$ cat src/rtl/base_acredit_pkg.sv
// Shared helpers for the credit source arbiter: credit-counter and round-robin pointer widths.
// Pure compile-time constants; no logic of its own.
package base_acredit_pkg;

    // Counter must represent every value from 0 up to and including the credit count.
    function automatic int credit_w(input int credits);
        return $clog2(credits + 1);
    endfunction

    // Pointer width for a round-robin over 'ways' requesters; at least one bit.
    function automatic int ptr_w(input int ways);
        return (ways > 1) ? $clog2(ways) : 1;
    endfunction

    localparam int RR_WAYS_DEFAULT = 2;
    localparam int RR_PTR_W        = ptr_w(RR_WAYS_DEFAULT);

endpackage

$ cat src/rtl/base_rr_arb.sv
// Round-robin arbiter: grants the first request at or after the pointer, wrapping at 'ways'.
// Latency: grant is combinational from req/en; pointer moves one cycle after an advance.
// Backpressure: en low suppresses every grant; the pointer only moves on advance.
module base_rr_arb
    import base_acredit_pkg::*;
#(
    parameter int ways = 2
) (
    input  logic                   clk,
    input  logic                   reset,
    input  logic [ways-1:0]        req,
    input  logic                   en,
    output logic [ways-1:0]        gnt,
    output logic [ptr_w(ways)-1:0] gnt_idx,
    input  logic                   advance
);

    localparam int pw = ptr_w(ways);

    logic [pw-1:0] ptr;
    logic          found;
    int            idx;

    always_comb begin
        gnt     = '0;
        gnt_idx = '0;
        found   = 1'b0;
        idx     = 0;
        for (int o = 0; o < ways; o++) begin
            // Wrap explicitly at 'ways' so non-power-of-two sizes never index past the end.
            idx = int'(ptr) + o;
            if (idx >= ways) idx = idx - ways;
            if (!found && req[idx]) begin
                found   = 1'b1;
                gnt_idx = pw'(idx);
            end
        end
        if (en && found) gnt[gnt_idx] = 1'b1;
    end

    always_ff @(posedge clk) begin
        if (reset) begin
            ptr <= '0;
        end else if (advance) begin
            if (gnt_idx == pw'(ways - 1)) ptr <= '0;
            else                          ptr <= gnt_idx + pw'(1);
        end
    end

endmodule

$ cat src/rtl/base_acredit_src_arb.sv
// Credit-based source arbiter sharing one credit link between 'ways' requesters; optional checker via BASE_ACREDIT_SRC_ARB_CHK_EN.
// Latency: one cycle from a granted request to o_v/o_d; a credit return is usable the cycle after it arrives.
// Backpressure: no grant while the credit count is zero; the link itself is never stalled.
module base_acredit_src_arb
    import base_acredit_pkg::*;
#(
    parameter int ways        = 2,
    parameter int credits     = 4,
    parameter int log_credits = credit_w(credits),
    parameter int width       = 1
) (
    input  logic                  clk,
    input  logic                  reset,
    input  logic [ways-1:0]       i_v,
    output logic [ways-1:0]       i_r,
    input  logic [ways*width-1:0] i_d,
    output logic                  o_v,
    output logic [width-1:0]      o_d,
    input  logic                  o_c,
    output logic                  o_err
);

    localparam int pw = ptr_w(ways);
    localparam logic [log_credits-1:0] cnt_max = log_credits'(credits);

    logic [log_credits-1:0] cnt;
    logic                   avail;
    logic                   take;
    logic                   give;
    logic [pw-1:0]          gnt_idx;

    assign avail = (cnt != '0);
    assign give  = o_c;
    assign take  = |(i_v & i_r);

    base_rr_arb #(
        .ways    (ways)
    ) u_rr (
        .clk     (clk),
        .reset   (reset),
        .req     (i_v),
        .en      (avail),
        .gnt     (i_r),
        .gnt_idx (gnt_idx),
        .advance (take)
    );

    // A return at full with no launch is an overflow: saturate rather than wrap.
    always_ff @(posedge clk) begin
        if (reset) begin
            cnt <= cnt_max;
        end else if (take && !give) begin
            cnt <= cnt - log_credits'(1);
        end else if (give && !take && cnt != cnt_max) begin
            cnt <= cnt + log_credits'(1);
        end
    end

    always_ff @(posedge clk) begin
        if (reset) begin
            o_v <= 1'b0;
            o_d <= '0;
        end else begin
            o_v <= take;
            if (take) o_d <= i_d[int'(gnt_idx)*width +: width];
        end
    end

`ifdef BASE_ACREDIT_SRC_ARB_CHK_EN
    always_ff @(posedge clk) begin
        if (reset) begin
            o_err <= 1'b0;
        end else if (give && !take && cnt == cnt_max) begin
            o_err <= 1'b1;
        end
    end

    a_gnt_onehot0: assert property (@(posedge clk) disable iff (reset) $onehot0(i_r));
    a_no_take_empty: assert property (@(posedge clk) disable iff (reset) !(take && !avail));
`else
    assign o_err = 1'b0;
`endif

endmodule

$ cat config.mk
export PLATFORM = sky130hd
export DESIGN_NAME = base_acredit_src_arb
export DESIGN_NICKNAME = d
export VERILOG_FILES = /design/src/rtl/base_acredit_pkg.sv /design/src/rtl/base_rr_arb.sv /design/src/rtl/base_acredit_src_arb.sv
export SDC_FILE = /design/constraint.sdc
export NUM_CORES = 1
export LEC_CHECK = 0
export CAP_MARGIN = 20
export CORE_AREA = 2 2 39 41
export DETAILED_ROUTE_END_ITERATION = 12
export DIE_AREA = 0 0 41 43
export SLEW_MARGIN = 30
export SYNTH_ARGS = -nofsm -noshare
export SYNTH_HDL_FRONTEND = slang
export SYNTH_SLANG_ARGS = --single-unit
export TNS_END_PERCENT = 5
$ cat constraint.sdc
create_clock -name clk -period 3.5 [get_ports clk]
set_input_delay 0.35 -clock clk [delete_from_list [all_inputs] [get_ports clk]]
set_output_delay 0.35 -clock clk [all_outputs]
set_load 0.01 [all_outputs]
==> impl_metrics.env <==
export IMPL_fin_skew_ns=0.000459
export IMPL_netlist_area_leader_share_pct=29.2
export IMPL_startpoint_type="primary input"
export IMPL_syn_avg_cell_area_sq_um=8.95
export IMPL_setup_ws_ns=1.14
export IMPL_seq_area_sq_um=120
export IMPL_finalCriticalPeriod_ns=2.36
export IMPL_postCtsResizedCells=0
export IMPL_yosysMostFrequentCell="nor2_1"
export IMPL_antenna_found_initial=0
export IMPL_drt_initial_drc_count=7
export IMPL_fp_row_count=14
export IMPL_min_to="u_rr.ptr"
export IMPL_cp_arrival_ns=2.47
export IMPL_seq_area_frac_synth_pct=29.2
export IMPL_core_sq_mm=0.00138
export IMPL_initial_core_util_pct=29.7
export IMPL_ir_worst_vdd_v=0.000179
export IMPL_hp_class="reg -> reg"
export IMPL_cts_buffers=3
export IMPL_ys_top_cells_by_area="dfxtp_1, nor2_1, mux2_2"
export IMPL_multi_input_area_sq_um=258
export IMPL_cp_end_kind="register"
export IMPL_grt_usage_pct=11.7
export IMPL_n_antenna_cell=0
export IMPL_h_tree_depth=1
export IMPL_clkTransAtPathRegs_ns=0.04
export IMPL_yosys_warnings=0
export IMPL_first_pass_iters=4
export IMPL_hpwlAfterDp_microns=628
export IMPL_fin_tns_setup_ns=0
export IMPL_clock_sinks=6
export IMPL_dieArea_sq_mm=0.00176
export IMPL_gp_congestion=0.785
export IMPL_synthesis_nets=54
export IMPL_cts_tree="yes"
export IMPL_leakagePower_nw=0.208
export IMPL_p_comb_share_pct=46.3
export IMPL_postRouteAntennaNets=0
export IMPL_hold_viol=0
export IMPL_synth_seq_cells=6
export IMPL_drc=0
export IMPL_grt_pass1_vias=336
export IMPL_io_pins=12
export IMPL_max_freq_ghz=0.424
export IMPL_clockRootBuffer="clkbuf_4"
export IMPL_fillers=151
export IMPL_reg2reg_to="cnt[2]"
export IMPL_crit_type="in -> reg"
export IMPL_critPathRequiredTime_ns=3.62
export IMPL_ys_types=29
export IMPL_drive_gt1_share_pct=21.4
export IMPL_reg2reg_depth=6
export IMPL_power_frac_seq_pct=34.0
export IMPL_synth_top_area_cell="dfxtp_1"
export IMPL_synthToLayoutAreaGrowth_pct=29.2
export IMPL_crit_fanout=10
export IMPL_place_ws_ns=0.887
export IMPL_grt_pass1_wl_microns=1340
export IMPL_p_sw_share_pct=34.9
export IMPL_min_from="u_rr.ptr"
export IMPL_post_drt_wl_per_cell_microns=11.6
export IMPL_insertion_delay_ns=0.24
export IMPL_ys_async_sr_fraction_pct=0
export IMPL_syn_inst=46
export IMPL_clock_path_buffers=2
export IMPL_period_share_pct=67.3
export IMPL_synth_edf_count=0
export IMPL_rsz0062_at_grt="false"
export IMPL_drv_cap=0
export IMPL_synthFlopType="dfxtp_1"
export IMPL_power_density_mw_per_mm2=589
export IMPL_grt_max_degree=11
export IMPL_finalWirelength_microns=835
export IMPL_cts_setup_buffers=0
export IMPL_io_buffers=10
export IMPL_die_y_microns=43
export IMPL_vias=373
export IMPL_p_switching_uw=109
export IMPL_synthTopCellsByCount="nor2_1, dfxtp_1, inv_1"
export IMPL_grt_overflow=0
export IMPL_finalMaxSlewViolations=0
export IMPL_status="finished, final reports clean"
export IMPL_via_per_inst=5.18
export IMPL_hold_buffers=0
export IMPL_clock_power_share_pct=19.8
export IMPL_p_int_uw=204
export IMPL_final_net_count=66
export IMPL_setup_viol=0
export IMPL_fp_dieW_microns=41
export IMPL_reg2reg_slack_ns=1.54
export IMPL_reg2reg_from="cnt[2]"
export IMPL_synth_area_sq_um=412
export IMPL_whs_path_depth=1
==> worst max path at each step <==
stage,start,end,slack (ns),depth (start not counted)
after floorplan,i_v[1],cnt[2],1.61,7
after global placement,i_v[1],cnt[2],0.89,7
after detailed placement,i_v[1],cnt[2],0.89,7
after CTS,i_v[1],cnt[2],1.14,7
after global routing,i_v[1],cnt[2],1.07,7
final,i_v[1],cnt[2],1.14,7
==> sequential cells by signal, summed over array words and instances (netlist names) <==
name	cells
cnt	3
o_d	1
u_rr.ptr	1
o_v	1
==> layout by cell type (no fill, tap or decap), types with 2 or more instances in the layout <==
| cell type | netlist | final |
|---|---|---|
| a21oi_1 | 2 | 2 |
| dfxtp_1 | 6 | 6 |
| nor2_1 | 7 | 7 |
| a311oi_1 | 2 | 2 |
| clkdlybuf4s50_1 | 0 | 10 |
| inv_1 | 3 | 3 |
| mux2_2 | 2 | 2 |
| clkbuf_4 | 0 | 3 |
| nand2b_1 | 2 | 2 |
==> worst max-delay path, stage by stage <==
cell and delay, ns:
clkdlybuf4s50_1 0.66, o32a_2 0.26, nand2b_1 0.08, fa_1 0.39, or4b_4 0.50, o211ai_1 0.12, o211ai_2 0.11
==> final cells by class <==
| type | instances | share of cell area, % |
|---|---|---|
| timing repair buffer | 10 | 18.8 |
| multi-input combinational | 34 | 48.5 |
| sequential | 6 | 22.6 |
| inverter | 3 | 2.12 |
| tap | 16 | 3.76 |
| clock buffer | 3 | 4.24 |
==> routing by layer <==
layer  vias to the layer above  routed length (microns)  track usage [%]
met3                         2                       55             3.66
met4                         0                       14             10.0
met2                        14                      424             17.2
li1                        186                        -                -
met5                         -                        0                0
met1                       171                      340             12.6
==> kinds of logic (layout without fill, tap and decap cells) <==
family	count (synthesis)	in the layout	share of synthesized area, %
AO/OA/AOI/OAI	12	12	26.1
XOR/XNOR	1	1	2.13
adder cells (fa/ha/maj)	1	1	4.86
buffers and inverters	6	16	8.21
flip-flops	6	6	29.2
multiplexers	2	2	5.47
other	1	1	0.911
AND/OR/NAND/NOR	17	17	23.1
==> stage by stage <==
step	hold WS [ns]	instances	util [%]	cell area, sq um	total power, mW
2_1_floorplan	0.463	46	-	412	0.211
3_3_place_gp	0.487	69	36.8	509	0.249
3_5_place_dp	0.486	69	36.8	509	0.251
4_1_cts	0.495	72	38.4	532	0.317
5_1_grt	0.519	72	38.4	532	0.343
6_report	0.491	72	38.4	532	0.313
==> power by group through the flow <==
| stage | sequential, mW | combinational (mW) | clock (mW) |
|---|---|---|---|
| floorplan | 0.105 | 0.105 | 0 |
| global placement | 0.107 | 0.142 | 0 |
| detailed placement | 0.108 | 0.143 | 0 |
| CTS | 0.107 | 0.146 | 0.0644 |
| global route | 0.112 | 0.163 | 0.0682 |
| finish | 0.106 | 0.145 | 0.0619 |
No activity file was read; power rests on OpenSTA's default activity.
